==> src/rtl/cpu_parameters.sv <==
// Shared CPU parameters for the integer memory stage: data width, lane count,
// memory FSM states, load/store funct3 codes, request record and helpers for
// store lane steering and alignment checks.
package cpu_parameters;

  localparam int XLEN      = 32;
  localparam int NUM_LANES = XLEN / 8;

  typedef enum logic [1:0] {
    IDLE = 2'd0,
    REQ  = 2'd1,
    WAIT = 2'd2,
    DONE = 2'd3
  } mem_state_t;

  localparam logic [2:0] F3_B  = 3'b000;
  localparam logic [2:0] F3_H  = 3'b001;
  localparam logic [2:0] F3_W  = 3'b010;
  localparam logic [2:0] F3_BU = 3'b100;
  localparam logic [2:0] F3_HU = 3'b101;

  // Request as latched from execute.
  typedef struct packed {
    logic [XLEN-1:0] adr;
    logic [XLEN-1:0] wdata;
    logic            we;
    logic [2:0]      funct3;
    logic [4:0]      rd;
  } mem_req_t;

  function automatic logic f3_supported(input logic [2:0] f3);
    return (f3 == F3_B) || (f3 == F3_H) || (f3 == F3_W) ||
           (f3 == F3_BU) || (f3 == F3_HU);
  endfunction

  // Halfword on an odd byte, or word not on a word boundary.
  function automatic logic f3_misaligned(input logic [2:0] f3, input logic [1:0] lo);
    return ((f3[1:0] == 2'b01) && lo[0]) || ((f3[1:0] == 2'b10) && (lo != 2'b00));
  endfunction

  // Byte enables; halfwords pick their lane pair from adr[1] only.
  function automatic logic [NUM_LANES-1:0] store_be(input logic [2:0] f3, input logic [1:0] lo);
    case (f3[1:0])
      2'b00:   return 4'b0001 << lo;
      2'b01:   return lo[1] ? 4'b1100 : 4'b0011;
      default: return 4'b1111;
    endcase
  endfunction

  // Replicate narrow store data across every lane so the slave can pick any.
  function automatic logic [XLEN-1:0] store_wdata(input logic [2:0] f3, input logic [XLEN-1:0] d);
    case (f3[1:0])
      2'b00:   return {NUM_LANES{d[7:0]}};
      2'b01:   return {(NUM_LANES/2){d[15:0]}};
      default: return d;
    endcase
  endfunction

endpackage

==> src/rtl/intirvx_memory_if.sv <==
// Bundle of the execute request, data bus and write-back result handshakes.
// slave = memory stage view, master = surrounding pipeline / bus view.
interface intirvx_memory_if;
  import cpu_parameters::*;

  logic            ex_valid;
  logic            ex_ready;
  logic [XLEN-1:0] ex_adr;
  logic [XLEN-1:0] ex_wdata;
  logic            ex_we;
  logic [2:0]      ex_funct3;
  logic [4:0]      ex_rd;

  logic                 dbus_req;
  logic                 dbus_we;
  logic [XLEN-1:0]      dbus_adr;
  logic [NUM_LANES-1:0] dbus_be;
  logic [XLEN-1:0]      dbus_wdata;
  logic                 dbus_gnt;
  logic                 dbus_rvalid;
  logic                 dbus_err;
  logic [XLEN-1:0]      dbus_rdata;

  logic [XLEN-1:0] mem_res;
  logic [4:0]      mem_rd;
  logic            mem_exception;
  logic            mem_valid;
  logic            mem_ready;

  modport slave (
    input  ex_valid, ex_adr, ex_wdata, ex_we, ex_funct3, ex_rd,
    output ex_ready,
    output dbus_req, dbus_we, dbus_adr, dbus_be, dbus_wdata,
    input  dbus_gnt, dbus_rvalid, dbus_err, dbus_rdata,
    output mem_res, mem_rd, mem_exception, mem_valid,
    input  mem_ready
  );

  modport master (
    output ex_valid, ex_adr, ex_wdata, ex_we, ex_funct3, ex_rd,
    input  ex_ready,
    input  dbus_req, dbus_we, dbus_adr, dbus_be, dbus_wdata,
    output dbus_gnt, dbus_rvalid, dbus_err, dbus_rdata,
    input  mem_res, mem_rd, mem_exception, mem_valid,
    output mem_ready
  );

endinterface

==> src/rtl/intirvx_load_align.sv <==
// Combinational load extract/extend: selects the byte or halfword addressed
// by the low address bits and sign- or zero-extends it; words pass through.
module intirvx_load_align
  import cpu_parameters::*;
(
  input  logic [XLEN-1:0] i_rdata,
  input  logic [1:0]      i_adr_lo,
  input  logic [2:0]      i_funct3,
  output logic [XLEN-1:0] o_res
);

  logic [NUM_LANES-1:0][7:0] w_lanes;
  logic [7:0]                w_byte;
  logic [15:0]               w_half;

  assign w_lanes = i_rdata;
  assign w_byte  = w_lanes[i_adr_lo];
  // adr[0] is ignored for halfwords; a misaligned half reads its aligned pair.
  assign w_half  = i_adr_lo[1] ? {w_lanes[3], w_lanes[2]} : {w_lanes[1], w_lanes[0]};

  // Extend the selected field by funct3.
  always_comb begin
    o_res = i_rdata;
    case (i_funct3)
      F3_B:    o_res = {{(XLEN-8){w_byte[7]}}, w_byte};
      F3_BU:   o_res = {{(XLEN-8){1'b0}}, w_byte};
      F3_H:    o_res = {{(XLEN-16){w_half[15]}}, w_half};
      F3_HU:   o_res = {{(XLEN-16){1'b0}}, w_half};
      default: o_res = i_rdata;
    endcase
  end

endmodule

==> src/rtl/intirvx_memory.sv <==
// Integer load/store unit: accepts one request from execute, runs a single
// data-bus transaction (req/gnt then rvalid) and hands the result to write
// back. Unsupported funct3 bypasses the bus with an exception.
// Optional macro INTIRVX_MISALIGN_TRAP_EN: misaligned H/W accesses also
// bypass the bus with an exception; otherwise the low bits are ignored.
module intirvx_memory
  import cpu_parameters::*;
(
  input  logic              clk,
  input  logic              rst_n,
  intirvx_memory_if.slave   bus
);

  mem_state_t           r_state, w_state_nxt;
  mem_req_t             r_req;
  logic [NUM_LANES-1:0] r_be;
  logic [XLEN-1:0]      r_res;
  logic                 r_exc;
  logic                 w_accept;
  logic                 w_bad;
  logic                 w_resp;
  logic [XLEN-1:0]      w_load;

  assign w_accept = bus.ex_valid && (r_state == IDLE);
  assign w_resp   = bus.dbus_rvalid && (r_state == WAIT);

`ifdef INTIRVX_MISALIGN_TRAP_EN
  assign w_bad = !f3_supported(bus.ex_funct3) || f3_misaligned(bus.ex_funct3, bus.ex_adr[1:0]);
`else
  assign w_bad = !f3_supported(bus.ex_funct3);
`endif

  intirvx_load_align u_align (
    .i_rdata  (bus.dbus_rdata),
    .i_adr_lo (r_req.adr[1:0]),
    .i_funct3 (r_req.funct3),
    .o_res    (w_load)
  );

  // State register.
  always_ff @(posedge clk or negedge rst_n) begin
    if (!rst_n) r_state <= IDLE;
    else        r_state <= w_state_nxt;
  end

  // Next state and handshake strobes.
  always_comb begin
    w_state_nxt   = r_state;
    bus.ex_ready  = 1'b0;
    bus.dbus_req  = 1'b0;
    bus.mem_valid = 1'b0;
    case (r_state)
      IDLE: begin
        bus.ex_ready = 1'b1;
        if (bus.ex_valid) w_state_nxt = w_bad ? DONE : REQ;
      end
      REQ: begin
        bus.dbus_req = 1'b1;
        if (bus.dbus_gnt) w_state_nxt = WAIT;
      end
      WAIT: begin
        if (bus.dbus_rvalid) w_state_nxt = DONE;
      end
      DONE: begin
        bus.mem_valid = 1'b1;
        if (bus.mem_ready) w_state_nxt = IDLE;
      end
      default: w_state_nxt = IDLE;
    endcase
  end

  // Latch the request on accept; latch the result on the bus response.
  always_ff @(posedge clk or negedge rst_n) begin
    if (!rst_n) begin
      r_req <= '0;
      r_be  <= '0;
      r_res <= '0;
      r_exc <= 1'b0;
    end else if (w_accept) begin
      r_req.adr    <= bus.ex_adr;
      r_req.wdata  <= store_wdata(bus.ex_funct3, bus.ex_wdata);
      r_req.we     <= bus.ex_we;
      r_req.funct3 <= bus.ex_funct3;
      r_req.rd     <= bus.ex_rd;
      r_be         <= store_be(bus.ex_funct3, bus.ex_adr[1:0]);
      r_exc        <= w_bad;
      r_res        <= w_bad ? bus.ex_adr : '0;
    end else if (w_resp) begin
      r_exc <= bus.dbus_err;
      if (bus.dbus_err)  r_res <= r_req.adr;
      else if (r_req.we) r_res <= '0;
      else               r_res <= w_load;
    end
  end

  assign bus.dbus_we       = r_req.we && (r_state == REQ);
  assign bus.dbus_adr      = {r_req.adr[XLEN-1:2], 2'b00};
  assign bus.dbus_be       = r_be;
  assign bus.dbus_wdata    = r_req.wdata;
  assign bus.mem_res       = r_res;
  assign bus.mem_rd        = r_req.we ? 5'd0 : r_req.rd;
  assign bus.mem_exception = r_exc;

endmodule

==> src/flat_wrapper.sv <==
// flat-port wrapper written by rule: the top's interface ports become plain ports
module intirvx_memory_flat import cpu_parameters::*;
  (clk, rst_n, bus_ex_valid, bus_ex_adr, bus_ex_wdata, bus_ex_we, bus_ex_funct3, bus_ex_rd, bus_ex_ready, bus_dbus_req, bus_dbus_we, bus_dbus_adr, bus_dbus_be, bus_dbus_wdata, bus_dbus_gnt, bus_dbus_rvalid, bus_dbus_err, bus_dbus_rdata, bus_mem_res, bus_mem_rd, bus_mem_exception, bus_mem_valid, bus_mem_ready);
  intirvx_memory_if bus_i ();
  input  logic clk;
  input  logic rst_n;
  input wire logic [$bits(bus_i.ex_valid)-1:0] bus_ex_valid;
  input wire logic [$bits(bus_i.ex_adr)-1:0] bus_ex_adr;
  input wire logic [$bits(bus_i.ex_wdata)-1:0] bus_ex_wdata;
  input wire logic [$bits(bus_i.ex_we)-1:0] bus_ex_we;
  input wire logic [$bits(bus_i.ex_funct3)-1:0] bus_ex_funct3;
  input wire logic [$bits(bus_i.ex_rd)-1:0] bus_ex_rd;
  output wire logic [$bits(bus_i.ex_ready)-1:0] bus_ex_ready;
  output wire logic [$bits(bus_i.dbus_req)-1:0] bus_dbus_req;
  output wire logic [$bits(bus_i.dbus_we)-1:0] bus_dbus_we;
  output wire logic [$bits(bus_i.dbus_adr)-1:0] bus_dbus_adr;
  output wire logic [$bits(bus_i.dbus_be)-1:0] bus_dbus_be;
  output wire logic [$bits(bus_i.dbus_wdata)-1:0] bus_dbus_wdata;
  input wire logic [$bits(bus_i.dbus_gnt)-1:0] bus_dbus_gnt;
  input wire logic [$bits(bus_i.dbus_rvalid)-1:0] bus_dbus_rvalid;
  input wire logic [$bits(bus_i.dbus_err)-1:0] bus_dbus_err;
  input wire logic [$bits(bus_i.dbus_rdata)-1:0] bus_dbus_rdata;
  output wire logic [$bits(bus_i.mem_res)-1:0] bus_mem_res;
  output wire logic [$bits(bus_i.mem_rd)-1:0] bus_mem_rd;
  output wire logic [$bits(bus_i.mem_exception)-1:0] bus_mem_exception;
  output wire logic [$bits(bus_i.mem_valid)-1:0] bus_mem_valid;
  input wire logic [$bits(bus_i.mem_ready)-1:0] bus_mem_ready;
  assign bus_i.ex_valid = bus_ex_valid;
  assign bus_i.ex_adr = bus_ex_adr;
  assign bus_i.ex_wdata = bus_ex_wdata;
  assign bus_i.ex_we = bus_ex_we;
  assign bus_i.ex_funct3 = bus_ex_funct3;
  assign bus_i.ex_rd = bus_ex_rd;
  assign bus_ex_ready = bus_i.ex_ready;
  assign bus_dbus_req = bus_i.dbus_req;
  assign bus_dbus_we = bus_i.dbus_we;
  assign bus_dbus_adr = bus_i.dbus_adr;
  assign bus_dbus_be = bus_i.dbus_be;
  assign bus_dbus_wdata = bus_i.dbus_wdata;
  assign bus_i.dbus_gnt = bus_dbus_gnt;
  assign bus_i.dbus_rvalid = bus_dbus_rvalid;
  assign bus_i.dbus_err = bus_dbus_err;
  assign bus_i.dbus_rdata = bus_dbus_rdata;
  assign bus_mem_res = bus_i.mem_res;
  assign bus_mem_rd = bus_i.mem_rd;
  assign bus_mem_exception = bus_i.mem_exception;
  assign bus_mem_valid = bus_i.mem_valid;
  assign bus_i.mem_ready = bus_mem_ready;
  intirvx_memory u_core (.clk(clk), .rst_n(rst_n), .bus(bus_i));
endmodule
==> config.mk <==
export PLATFORM = sky130hd
export DESIGN_NAME = intirvx_memory_flat
export DESIGN_NICKNAME = d
export VERILOG_FILES = /design/src/rtl/cpu_parameters.sv /design/src/rtl/intirvx_memory_if.sv /design/src/rtl/intirvx_load_align.sv /design/src/rtl/intirvx_memory.sv /design/src/flat_wrapper.sv
export SDC_FILE = /design/constraint.sdc
export NUM_CORES = 1
export LEC_CHECK = 0
export CELL_PAD_IN_SITES_DETAIL_PLACEMENT = 1
export CELL_PAD_IN_SITES_GLOBAL_PLACEMENT = 1
export CORE_MARGIN = 4
export CORE_UTILIZATION = 33
export DETAILED_ROUTE_END_ITERATION = 7
export PLACE_DENSITY_LB_ADDON = 0.2
export RECOVER_POWER = 100
export SLEW_MARGIN = 40
export SYNTH_ARGS = -nofsm -noshare
export SYNTH_HDL_FRONTEND = slang
export SYNTH_SLANG_ARGS = --single-unit
export TNS_END_PERCENT = 10
==> constraint.sdc <==
create_clock -name clk -period 2.2 [get_ports clk]
set_input_delay 0.33 -clock clk [delete_from_list [all_inputs] [get_ports clk]]
set_output_delay 0.33 -clock clk [all_outputs]
set_load 0.05 [all_outputs]
==> impl_metrics.py <==
metrics = {
    "outcome": {
        "outcome": "complete, but fails checks",
        "violations": "capacitance limit, slew limit",
    },
    "route": {
        "drt-met1-wl_um": 9820,
        "drt_wl_total_um": 22500,
        "drc": 0,
        "antenna_left": 0,
        "wire_per_inst_um": 20.2,
        "vias": 5833,
        "routed.top_layer": "met4",
        "wl_met3_um": 1190,
        "dr.pass1.iters": 4,
        "vias_per_cell": 5.25,
        "dr_wl_met2_um": 11100,
        "drtIter0Drc": 295,
    },
    "timing": {
        "relSlewSlack_pct": -8.55,
        "fin_setup_tns_ps": 0,
        "rsz0062_at_grt": "false",
        "post-route-period-util_pct": 96.0,
        "drv_slew": 113,
        "setup_violations": 0,
        "max_slew.worst_pin.slew_ps": 1630,
        "finalClockSkew_ps": 10.3,
        "fin_crit_ps": 2110,
        "final_hold_viol_count": 0,
        "fmax_mhz": 473,
    },
    "cts": {
        "clk_pin_slew_ps": 80,
        "h-tree-depth": 3,
        "cts-root-buf": "clkbuf_16",
        "post_cts_buffers": 0,
        "cts-buffers-inserted": 9,
        "cts_resized": 0,
        "cts_tree": "yes",
        "cts.sinks": 112,
        "hold_buffers": 0,
        "clk_latency_ps": 360,
        "clock_path_buffers": 2,
    },
    "pwr": {
        "peakVddDrop_uv": 803,
        "power_density_nw_per_um2": 1650,
        "cellLeakagePower_nw": 3.82,
        "finalPower_w": 0.0142,
    },
    "final_layout": {
        "drive_above_1_share_pct": 7.53,
        "layout_commonest_cell": "nand2_1",
        "area_growth_pct": 35.9,
        "final_cell_mix": "nand2_1 (177), dfrtp_1 (112), clkdlybuf4s50_1 (111)",
        "fillers": 2144,
        "n_antenna_cell": 0,
        "finalNetCount": 988,
    },
    "floorplan": {
        "die_y_um": 146,
        "core-area_sq_um": 18800,
        "ios": 222,
        "num_rows": 50,
        "die-area_sq_um": 21400,
        "die_x_um": 146,
        "start_util_pct": 33.7,
    },
    "grt": {
        "grt_overflow": 0,
        "track_usage_pct": 20.6,
        "grt_max_degree": 113,
        "grt_pass1_vias": 6309,
        "antenna_found_initial": 0,
        "grt_pass1_wl_um": 35600,
    },
    "critical_path": {
        "cp_slowest_cell": "clkdlybuf4s50_1",
        "crit_arrival_ps": 1780,
        "crit_type": "reg -> out",
        "critPathCaptureType": "output pin",
        "cpPeakStageDelay_ps": 810,
        "cp.required_ps": 1870,
        "startpoint_type": "register",
        "crit_chain": "ha_1 > clkdlybuf4s50_1",
        "cpLargestDelayFamily": "buffers and inverters",
        "worstPathMaxFanout": 4,
        "worst-path-buf-inv": 1,
    },
    "synthesis": {
        "synth_cell_types": 42,
        "synth.cell_area_sq_um": 6320,
        "syn_avg_cell_area_sq_um": 8.69,
        "synthesis.instances": 727,
        "synth_seq_cells": 112,
        "ys_warn_count": 0,
        "ys_seq_area_share_pct": 44.4,
    },
    "place": {
        "portBuffers": 219,
        "gp_congestion": 0.858,
        "post-dp-hpwl_um": 17000,
    },
    "job": {
        "drv_cap": 1,
    },
    "min_path": {
        "hp-class": "reg -> reg",
    },
}
==> power breakdown <==
part	switching (W)	total, W	internal, W
Clock	0.000836	0.00173	0.000897
Sequential	0.000731	0.00379	0.00306
Combinational	0.00596	0.00866	0.00270
==> logic make-up after synthesis <==
kind of cell / after synthesis / synth area share [%]
other: 1 / 0.0593
AO/OA/AOI/OAI: 164 / 18.2
adder cells (fa/ha/maj): 4 / 0.792
flip-flops: 112 / 44.4
buffers and inverters: 124 / 11.5
AND/OR/NAND/NOR: 284 / 18.8
multiplexers: 38 / 6.28
==> Yosys cell counts, drive strengths merged <==
cell	n	area (sq um)
mux2i	34	340
o221a	4	45.0
a2111oi	2	36.3
a21o	1	7.51
and2	7	43.8
o22ai	17	106
mux2	3	33.8
a211oi	6	45.0
inv	9	33.8
a41oi	16	215
o21ai	44	224
nor2	39	151
nor3	7	35.0
a211o	2	17.5
dfrtp	112	2800
nand2b	9	56.3
a21oi	48	244
nor2b	11	68.8
clkbuf	31	116
o32a	1	10.0
mux4	1	22.5
o21a	1	7.51
ha	4	50.1
a221o	4	40.0
nand2	178	668
o221ai	2	17.5
o21bai	1	7.51
nand3	32	160
a31oi	3	18.8
and3	1	6.26
a221oi	1	8.76
o22a	11	96.3
buf	84	578
conb	1	3.75
==> sequential cells by signal (all words and copies together), names as in the netlist <==
signal / count
u_core.bus.mem_res: 32
u_core.bus.dbus_wdata: 32
u_core.bus.mem_exception: 1
u_core.bus.dbus_be: 4
u_core.r_state: 2
u_core.bus.dbus_adr: 30
u_core.r_req: 11
==> metrics by stage <==
stage / worst slack (ps) / utilization (%) / cell area (sq um) / hold slack, ps / instances
2_1_floorplan: 127 / - / 6320 / 34.4 / 728
3_3_place_gp: 36.2 / 44.7 / 8400 / 451 / 1095
3_5_place_dp: -108 / 44.7 / 8400 / 470 / 1095
4_1_cts: 12.6 / 46.4 / 8700 / 77.3 / 1111
5_1_grt: 19.9 / 45.8 / 8590 / 511 / 1111
6_report: 87.3 / 45.8 / 8590 / 477 / 1111
==> final timing paths <==
check | depth (start not counted) | startpoint | slack, ps | to
worst max-delay path | 2 | u_core.r_state[0] | 90 | bus_mem_valid
min in group asynchronous | 2 | rst_n | 490 | u_core.bus.dbus_wdata[27]
worst min register to register | 2 | u_core.bus.dbus_wdata[1] | 480 | u_core.bus.dbus_wdata[1]
worst min-delay path | 2 | u_core.bus.dbus_wdata[1] | 480 | u_core.bus.dbus_wdata[1]
worst max register to register | 6 | u_core.r_state[0] | 150 | u_core.bus.mem_res[27]
max in group asynchronous | 2 | rst_n | 670 | u_core.bus.mem_res[2]
==> worst register-to-register path: stages, from the launching register on <==
cell and delay (ps):
dfrtp_1 410, inv_1 100, ha_2 260, a211o_1 350
a2111oi_4 390, o21ai_4 230, a41oi_1 230
==> metal layers <==
metal  vias up  global-route usage (%)
li1       2723                       -
met1      2921                    27.0
met2       166                    34.5
met3        23                    4.44
met4         0                    5.83
met5         -                       0
==> layout make-up <==
| type | instances | area, sq um | share of cell area, % |
|---|---|---|---|
| Clock buffer | 9 | 225 | 2.62 |
| Clock inverter | 7 | 81.3 | 0.947 |
| Inverter | 9 | 33.8 | 0.393 |
| Multi-Input combinational cell | 492 | 2750 | 32.0 |
| Sequential cell | 112 | 2800 | 32.6 |
| Tap cell | 234 | 293 | 3.41 |
| Timing Repair Buffer | 248 | 2400 | 27.9 |
No activity file was read; power rests on OpenSTA's default activity.
